### src/rtl/cacheline_adaptor_pkg.sv
// Shared types and geometry for the cache-line to burst-memory adaptor.
// A 256-bit line moves as four 64-bit beats.
package cacheline_adaptor_pkg;

  localparam int unsigned LINE_W      = 256;
  localparam int unsigned BEAT_W      = 64;
  localparam int unsigned BEATS       = 4;
  localparam int unsigned OFFSET_BITS = 5;
  localparam int unsigned CNT_W       = 2;

  typedef enum logic [1:0] {
    StIdle,
    StRead,
    StWrite,
    StDone
  } state_e;

endpackage

### src/rtl/cacheline_adaptor.sv
// Converts one 256-bit line read/write into a four-beat 64-bit burst and back.
// The line buffer serves as both the read assembly buffer and the write source.
module cacheline_adaptor
  import cacheline_adaptor_pkg::*;
(
  input  logic                clk,
  input  logic                rst,
  input  logic [31:0]         pmem_address,
  input  logic                pmem_read,
  input  logic                pmem_write,
  input  logic [LINE_W-1:0]   pmem_wdata,
  output logic [LINE_W-1:0]   pmem_rdata,
  output logic                pmem_resp,
  output logic [31:0]         mem_address,
  output logic                mem_read,
  output logic                mem_write,
  output logic [BEAT_W-1:0]   mem_wdata,
  input  logic [BEAT_W-1:0]   mem_rdata,
  input  logic                mem_resp
);

  state_e                         r_state;
  state_e                         w_state_next;
  logic [CNT_W-1:0]               r_cnt;
  logic [BEATS-1:0][BEAT_W-1:0]   r_buf;
  logic [31:0]                    r_addr;
  logic                           w_accept;
  logic                           w_beat;
  logic                           w_last_beat;

  assign w_accept    = (r_state == StIdle) && (pmem_read || pmem_write);
  // Beats only count while a burst is in flight; strobes in IDLE/DONE are dropped.
  assign w_beat      = ((r_state == StRead) || (r_state == StWrite)) && mem_resp;
  assign w_last_beat = w_beat && (r_cnt == CNT_W'(BEATS - 1));

  always_ff @(posedge clk) begin
    if (rst) begin
      r_state <= StIdle;
    end else begin
      r_state <= w_state_next;
    end
  end

  always_comb begin
    w_state_next = r_state;
    case (r_state)
      StIdle: begin
        if (pmem_read) begin
          w_state_next = StRead;
        end else if (pmem_write) begin
          w_state_next = StWrite;
        end
      end
      StRead, StWrite: begin
        if (w_last_beat) begin
          w_state_next = StDone;
        end
      end
      StDone:  w_state_next = StIdle;
      default: w_state_next = StIdle;
    endcase
  end

  always_ff @(posedge clk) begin
    if (rst) begin
      r_cnt  <= '0;
      r_buf  <= '0;
      r_addr <= '0;
    end else if (w_accept) begin
      r_addr <= {pmem_address[31:OFFSET_BITS], {OFFSET_BITS{1'b0}}};
      r_buf  <= pmem_wdata;
      r_cnt  <= '0;
    end else if (w_beat) begin
      if (r_state == StRead) begin
        r_buf[r_cnt] <= mem_rdata;
      end
      r_cnt <= r_cnt + CNT_W'(1);
    end
  end

  always_comb begin
    mem_read    = (r_state == StRead);
    mem_write   = (r_state == StWrite);
    pmem_resp   = (r_state == StDone);
    mem_wdata   = r_buf[r_cnt];
    pmem_rdata  = r_buf;
    mem_address = r_addr;
  end

endmodule
### config.mk
export PLATFORM = sky130hd
export DESIGN_NAME = cacheline_adaptor
export DESIGN_NICKNAME = d
export VERILOG_FILES = /design/src/rtl/cacheline_adaptor_pkg.sv /design/src/rtl/cacheline_adaptor.sv
export SDC_FILE = /design/constraint.sdc
export NUM_CORES = 1
export LEC_CHECK = 0
export BUFFER_PORTS_ARGS = -buffer_cell sky130_fd_sc_hd__buf_2
export CELL_PAD_IN_SITES_DETAIL_PLACEMENT = 0
export CELL_PAD_IN_SITES_GLOBAL_PLACEMENT = 1
export CORE_AREA = 2 2 275 277
export DETAILED_ROUTE_END_ITERATION = 10
export DIE_AREA = 0 0 277 279
export PLACE_DENSITY = 0.55
export RECOVER_POWER = 100
export SYNTH_ARGS = -nofsm -noshare
export SYNTH_HDL_FRONTEND = slang
export SYNTH_SLANG_ARGS = --single-unit
### constraint.sdc
create_clock -name clk -period 3.11 [get_ports clk]
set_input_delay 0.622 -clock clk [delete_from_list [all_inputs] [get_ports clk]]
set_output_delay 0.622 -clock clk [all_outputs]
set_load 0.1 [all_outputs]
# Word-level counts from Yosys, hierarchy flattened
# Index checks and enable logic that the tools add are counted.
# classes
order_cmp	2
n_eq_ne	6
reduce_logical	13
n_addsub	1
n_mux	12
# op_table
op	count
256-bit two-way mux	3
256-bit bitwise mux	1
64-bit binary-select mux with 2-bit select	1
64-bit demux with 2-bit select	1
64-bit two-way mux	2
2-bit equality test (second input constant)	3
2-bit two-way mux	3
2-bit case mux with 3 select lines	1
1-bit logical AND	4
2-bit AND reduction	2
2-bit nonzero test	2
2-bit OR reduction	2
2-bit by 3-bit < comparator with 1-bit output (second input constant)	1
3-bit != test (second input constant)	1
2-bit by 1-bit adder with 2-bit output (second input constant)	1
2-bit by 1-bit equality test with 1-bit output (second input constant)	1
2-bit by 1-bit greater-or-equal comparator with 1-bit output (second input constant)	1
2-bit logical NOT	1
1-bit logical OR	2
2-bit != test (second input constant)	1
# totals
register_bits	287
in_bits	357
wordCells	41

# Depth between registers and ports, before layout
# depth
depth_word	8
mapped_depth	10

# Least setup slack after synthesis
# OpenSTA, ideal clock, no wires.
# synth_path
kind	flip-flop to flip-flop
startpoint	register r_state[1]
endpoint	register r_buf, in the netlist pmem_rdata[205]
path_buffers	3
t_required_ns	3.019
stages_incl_launch_ff	9
arrival_time_ns	2.292
setup_ns	0.091
slack_ns	0.727
period_less_slack_ns	2.383
path_cell_list	dfxtp_1 > inv_1 > ha_1 > buf_2 > and4_1 > buf_4 > buf_2 > nand3_1 > a311oi_1
# synth_between
elab_chain_len	5
# synth_rtl
element	line_no	text
from (decl)	cacheline_adaptor.sv:22	state_e r_state;
from (signal assigned)	cacheline_adaptor.sv:38	r_state <= StIdle;
from (signal assigned)	cacheline_adaptor.sv:40	r_state <= w_state_next;
2-bit by 1-bit equality test with 1-bit output (*)	n/a	
via mem_read	cacheline_adaptor.sv:15	output logic mem_read,
1-bit logical OR	cacheline_adaptor.sv:33	assign w_beat = ((r_state == StRead) || (r_state == StWrite)) && mem_resp;
1-bit logical AND	cacheline_adaptor.sv:33	
2-bit nonzero test (no line)	n/a	
2-bit AND reduction (no line) (*)	n/a	
to (signal assigned)	cacheline_adaptor.sv:71	r_buf <= pmem_wdata;
to (signal, indexed assignment)	cacheline_adaptor.sv:75	r_buf[r_cnt] <= mem_rdata;
to (decl)	cacheline_adaptor.sv:25	logic [BEATS-1:0][BEAT_W-1:0] r_buf;
# The timed path passes the listed nets; every way through them passes the cells marked *.
# A chain may end at the register's enable or synchronous reset.

# Worst setup path in the final report
# layout_path
startpoint	register r_cnt[0]
endpoint	output mem_wdata[63]
# layout_between
elab_chain_len	2
# layout_rtl
element	line_no	text
from (decl)	cacheline_adaptor.sv:24	logic [CNT_W-1:0] r_cnt;
from (signal assigned)	cacheline_adaptor.sv:77	r_cnt <= r_cnt + CNT_W'(1);
64-bit binary-select mux with 2-bit select	cacheline_adaptor.sv:85	mem_wdata = r_buf[r_cnt];
64-bit two-way mux (implied by the code)	cacheline_adaptor.sv:85	
to (decl)	cacheline_adaptor.sv:17	output logic [BEAT_W-1:0] mem_wdata,
# Every way passes these cells. The select of a mux whose other input is x is not followed.

==> impl_metrics.env <==
export IMPL_floorplan_initialDensity_pct=19.3
export IMPL_synth_compound_area_share_pct=17.2
export IMPL_antenna_found_initial=19
export IMPL_drv_cap=1
export IMPL_period_share_pct=93.8
export IMPL_cts_buffers=38
export IMPL_ys_warnings_count=0
export IMPL_critPathCapture="mem_wdata[63]"
export IMPL_fin_tns_setup_ns=0
export IMPL_crit_arrival_ns=2.29
export IMPL_fmax_mhz=343
export IMPL_pin_count=712
export IMPL_hp_class="in2reg"
export IMPL_ys_types=28
export IMPL_synthSimpleGateAreaFrac_pct=24.6
export IMPL_fp_dieH_um=279
export IMPL_clockRootBuffer="clkbuf_16"
export IMPL_globalplace_congestion=0.894
export IMPL_synthTopCellsByArea="dfxtp_1 (40%), a311oi_1 (16%), mux4_2 (10%)"
export IMPL_seqCellArea_um2=5750
export IMPL_wl_um=78700
export IMPL_hold_viol=0
export IMPL_reg2reg_to="pmem_rdata[240]$_SDFFE_PP0P_"
export IMPL_critPathCaptureType="output pin"
export IMPL_drv_slew=30
export IMPL_overflow=0
export IMPL_dr_pass1_iters=5
export IMPL_clock_sinks=287
export IMPL_multi_input_area_um2=7570
export IMPL_io_buffers=701
export IMPL_num_nets_final=2670
export IMPL_grt_max_degree=90
export IMPL_grtUsageTotal_pct=19.3
export IMPL_hpwl_um=53600
export IMPL_synth_edf_count=0
export IMPL_r2r_setup_slack_ns=0.38
export IMPL_ys_flop_type="dfxtp_1"
export IMPL_drcViolationCount=0
export IMPL_num_rows=100
export IMPL_die_area_um2=77300
export IMPL_h_tree_depth=2
export IMPL_syn_mean_instance_area_um2=8.44
export IMPL_ctsResizeCount=0
export IMPL_rsz0062_at_grt="no"
export IMPL_yosys_mux_area_fraction_pct=10.2
export IMPL_path_clk_slew_ns=0.06
export IMPL_area_growth_pct=38.1
export IMPL_grt_pass1_wl_um=113000
export IMPL_netlist_area_um2=14300
export IMPL_crit_required_ns=2.49
export IMPL_setup_viol_count_final=0
export IMPL_cp_startpoint="r_cnt[0]$_SDFFE_PP0P_"
export IMPL_antenna_left=0
export IMPL_crit_path_start_kind="flop"
export IMPL_path_max_fanout=11
export IMPL_grt_pass1_vias=16500
export IMPL_fin_skew_ns=0.0125
export IMPL_num_vias=16700
export IMPL_crit_type="reg2out"
export IMPL_synth_common_cells="nand2_1 (312), dfxtp_1 (287), a311oi_1 (257), nor2_1 (257), nand3_1 (256)"
export IMPL_outcome="finished with violations"
export IMPL_rr_worst_depth=6
export IMPL_tightest_slew_ns=1.60
export IMPL_cts_tree="yes"
export IMPL_failed_checks="max-capacitance violations, max-slew violations"
export IMPL_clockBufferDepth=3
export IMPL_yosys_area_share_xor_xnor_pct=0.0613
export IMPL_fillCellCount=8271
export IMPL_insertion_delay_ns=0.54
export IMPL_timing_rr_start="r_state[1]$_SDFFE_PP0P_"
export IMPL_syn_inst=1692
export IMPL_avgViaCountPerCell=5.04
export IMPL_layout_drive_gt1_share_pct=25.8
export IMPL_die_w_um=277
export IMPL_synth_top_area_cell="dfxtp_1"
export IMPL_post_drt_wl_per_cell_um=23.7
export IMPL_synth_top_family_by_area="simple AND/OR/NAND/NOR gates"
export IMPL_ys_async_sr_fraction_pct=0
export IMPL_synth_fa_ha_area_share_pct=0.701
export IMPL_coreArea_um2=74100
export IMPL_initialDrtViolationCount=1142
export IMPL_synth_top_area_share_pct=40.2
export IMPL_ys_ff_latch=287
export IMPL_yosysMostFrequentCell="nand2_1"
export IMPL_slew_headroom_pct=-6.54
export IMPL_period_minus_slack_ns=2.92
export IMPL_ys_seq_area_share_pct=40.2
==> flip-flops by register name, indices dropped and copies added, names as in the netlist <==
signal,flops
r_cnt,2
pmem_rdata,256
mem_address,27
r_state,2
==> layout by cell type (no fill, tap or decap), drive strengths merged <==
cell type	n
buf	414
clkbuf	414
nand2	312
dfxtp	287
nor2	257
a311oi	257
nand3	256
mux4	64
a21oi	29
diode	17
ha	8
conb	5
inv	4
nand4	4
and4	4
nor3	2
o21ai	2
o21a	1
nor3b	1
a21boi	1
nand2b	1
or3b	1
a21bo	1
xnor2	1
o2111ai	1
mux2i	1
clkinv	1
==> critical path: stages, from the launching register on <==
cell and delay (ns):
dfxtp_4 0.36, buf_12 0.15, buf_12 0.12, buf_4 0.18, mux4_2 0.53, clkbuf_2 0.39
==> repair_timing <==
action	4_1_cts	5_1_grt
hold buffers	0	0
endpoints found under the setup margin	0	11
buffers inserted	0	10
endpoints found under the hold margin	0	0
==> layout make-up <==
| class | count | area share [%] |
|---|---|---|
| Multi-Input combinational cell | 1209 | 38.4 |
| Sequential cell | 287 | 29.2 |
| Timing Repair Buffer | 765 | 20.0 |
| Tap cell | 969 | 6.15 |
| Clock buffer | 63 | 6.03 |
| Antenna cell | 17 | 0.216 |
| Inverter | 4 | 0.0761 |
| Clock inverter | 1 | 0.0444 |
==> metrics by stage <==
step / setup WS [ns] / hold slack, ns / utilization, % / std cells / area, µm²
5_1_grt: 0.105 / 0.282 / 26.6 / 3314 / 19700
3_5_place_dp: 0.602 / 0.446 / 25.4 / 3224 / 18800
4_1_cts: 0.0169 / 0.268 / 27.0 / 3288 / 20000
3_3_place_gp: 0.666 / 0.443 / 25.4 / 3224 / 18800
6_report: 0.193 / 0.313 / 26.6 / 3315 / 19700
2_1_floorplan: 0.727 / 0.483 / - / 1696 / 14300
==> how the worst min path moves through the flow <==
| stage | start | endpoint | cells past startpoint |
|---|---|---|---|
| CTS | pmem_address[11] | mem_address[11]$_SDFFE_PP0P_ | 3 |
| global route | pmem_address[9] | mem_address[9]$_SDFFE_PP0P_ | 3 |
| global placement | mem_address[29]$_SDFFE_PP0P_ | mem_address[29]$_SDFFE_PP0P_ | 2 |
| detailed placement | mem_address[7]$_SDFFE_PP0P_ | mem_address[7]$_SDFFE_PP0P_ | 2 |
| finish | pmem_address[11] | mem_address[11]$_SDFFE_PP0P_ | 3 |
| floorplan | r_state[1]$_SDFFE_PP0P_ | r_state[1]$_SDFFE_PP0P_ | 2 |
==> metal layers <==
| metal | track usage [%] | routed length (µm) |
|---|---|---|
| met5 | 0 | 29 |
| met3 | 3.97 | 5470 |
| met2 | 33.5 | 39100 |
| met4 | 7.19 | 2630 |
| met1 | 23.4 | 31400 |
==> kinds of logic (layout without fill, tap and decap cells) <==
logic type | count (synthesis) | after routing
adders and majority gates | 8 | 8
xor gates and xnor gates | 1 | 1
other | 1 | 22
AOI/OAI and AO/OA | 292 | 292
muxes | 65 | 65
and+or+nand+nor | 838 | 838
DFF | 287 | 287
buffers and inverters | 200 | 833
Power is left out: the tool's default activity adds up to more than one toggle a clock period on the data nets, which glitch-free logic cannot reach.
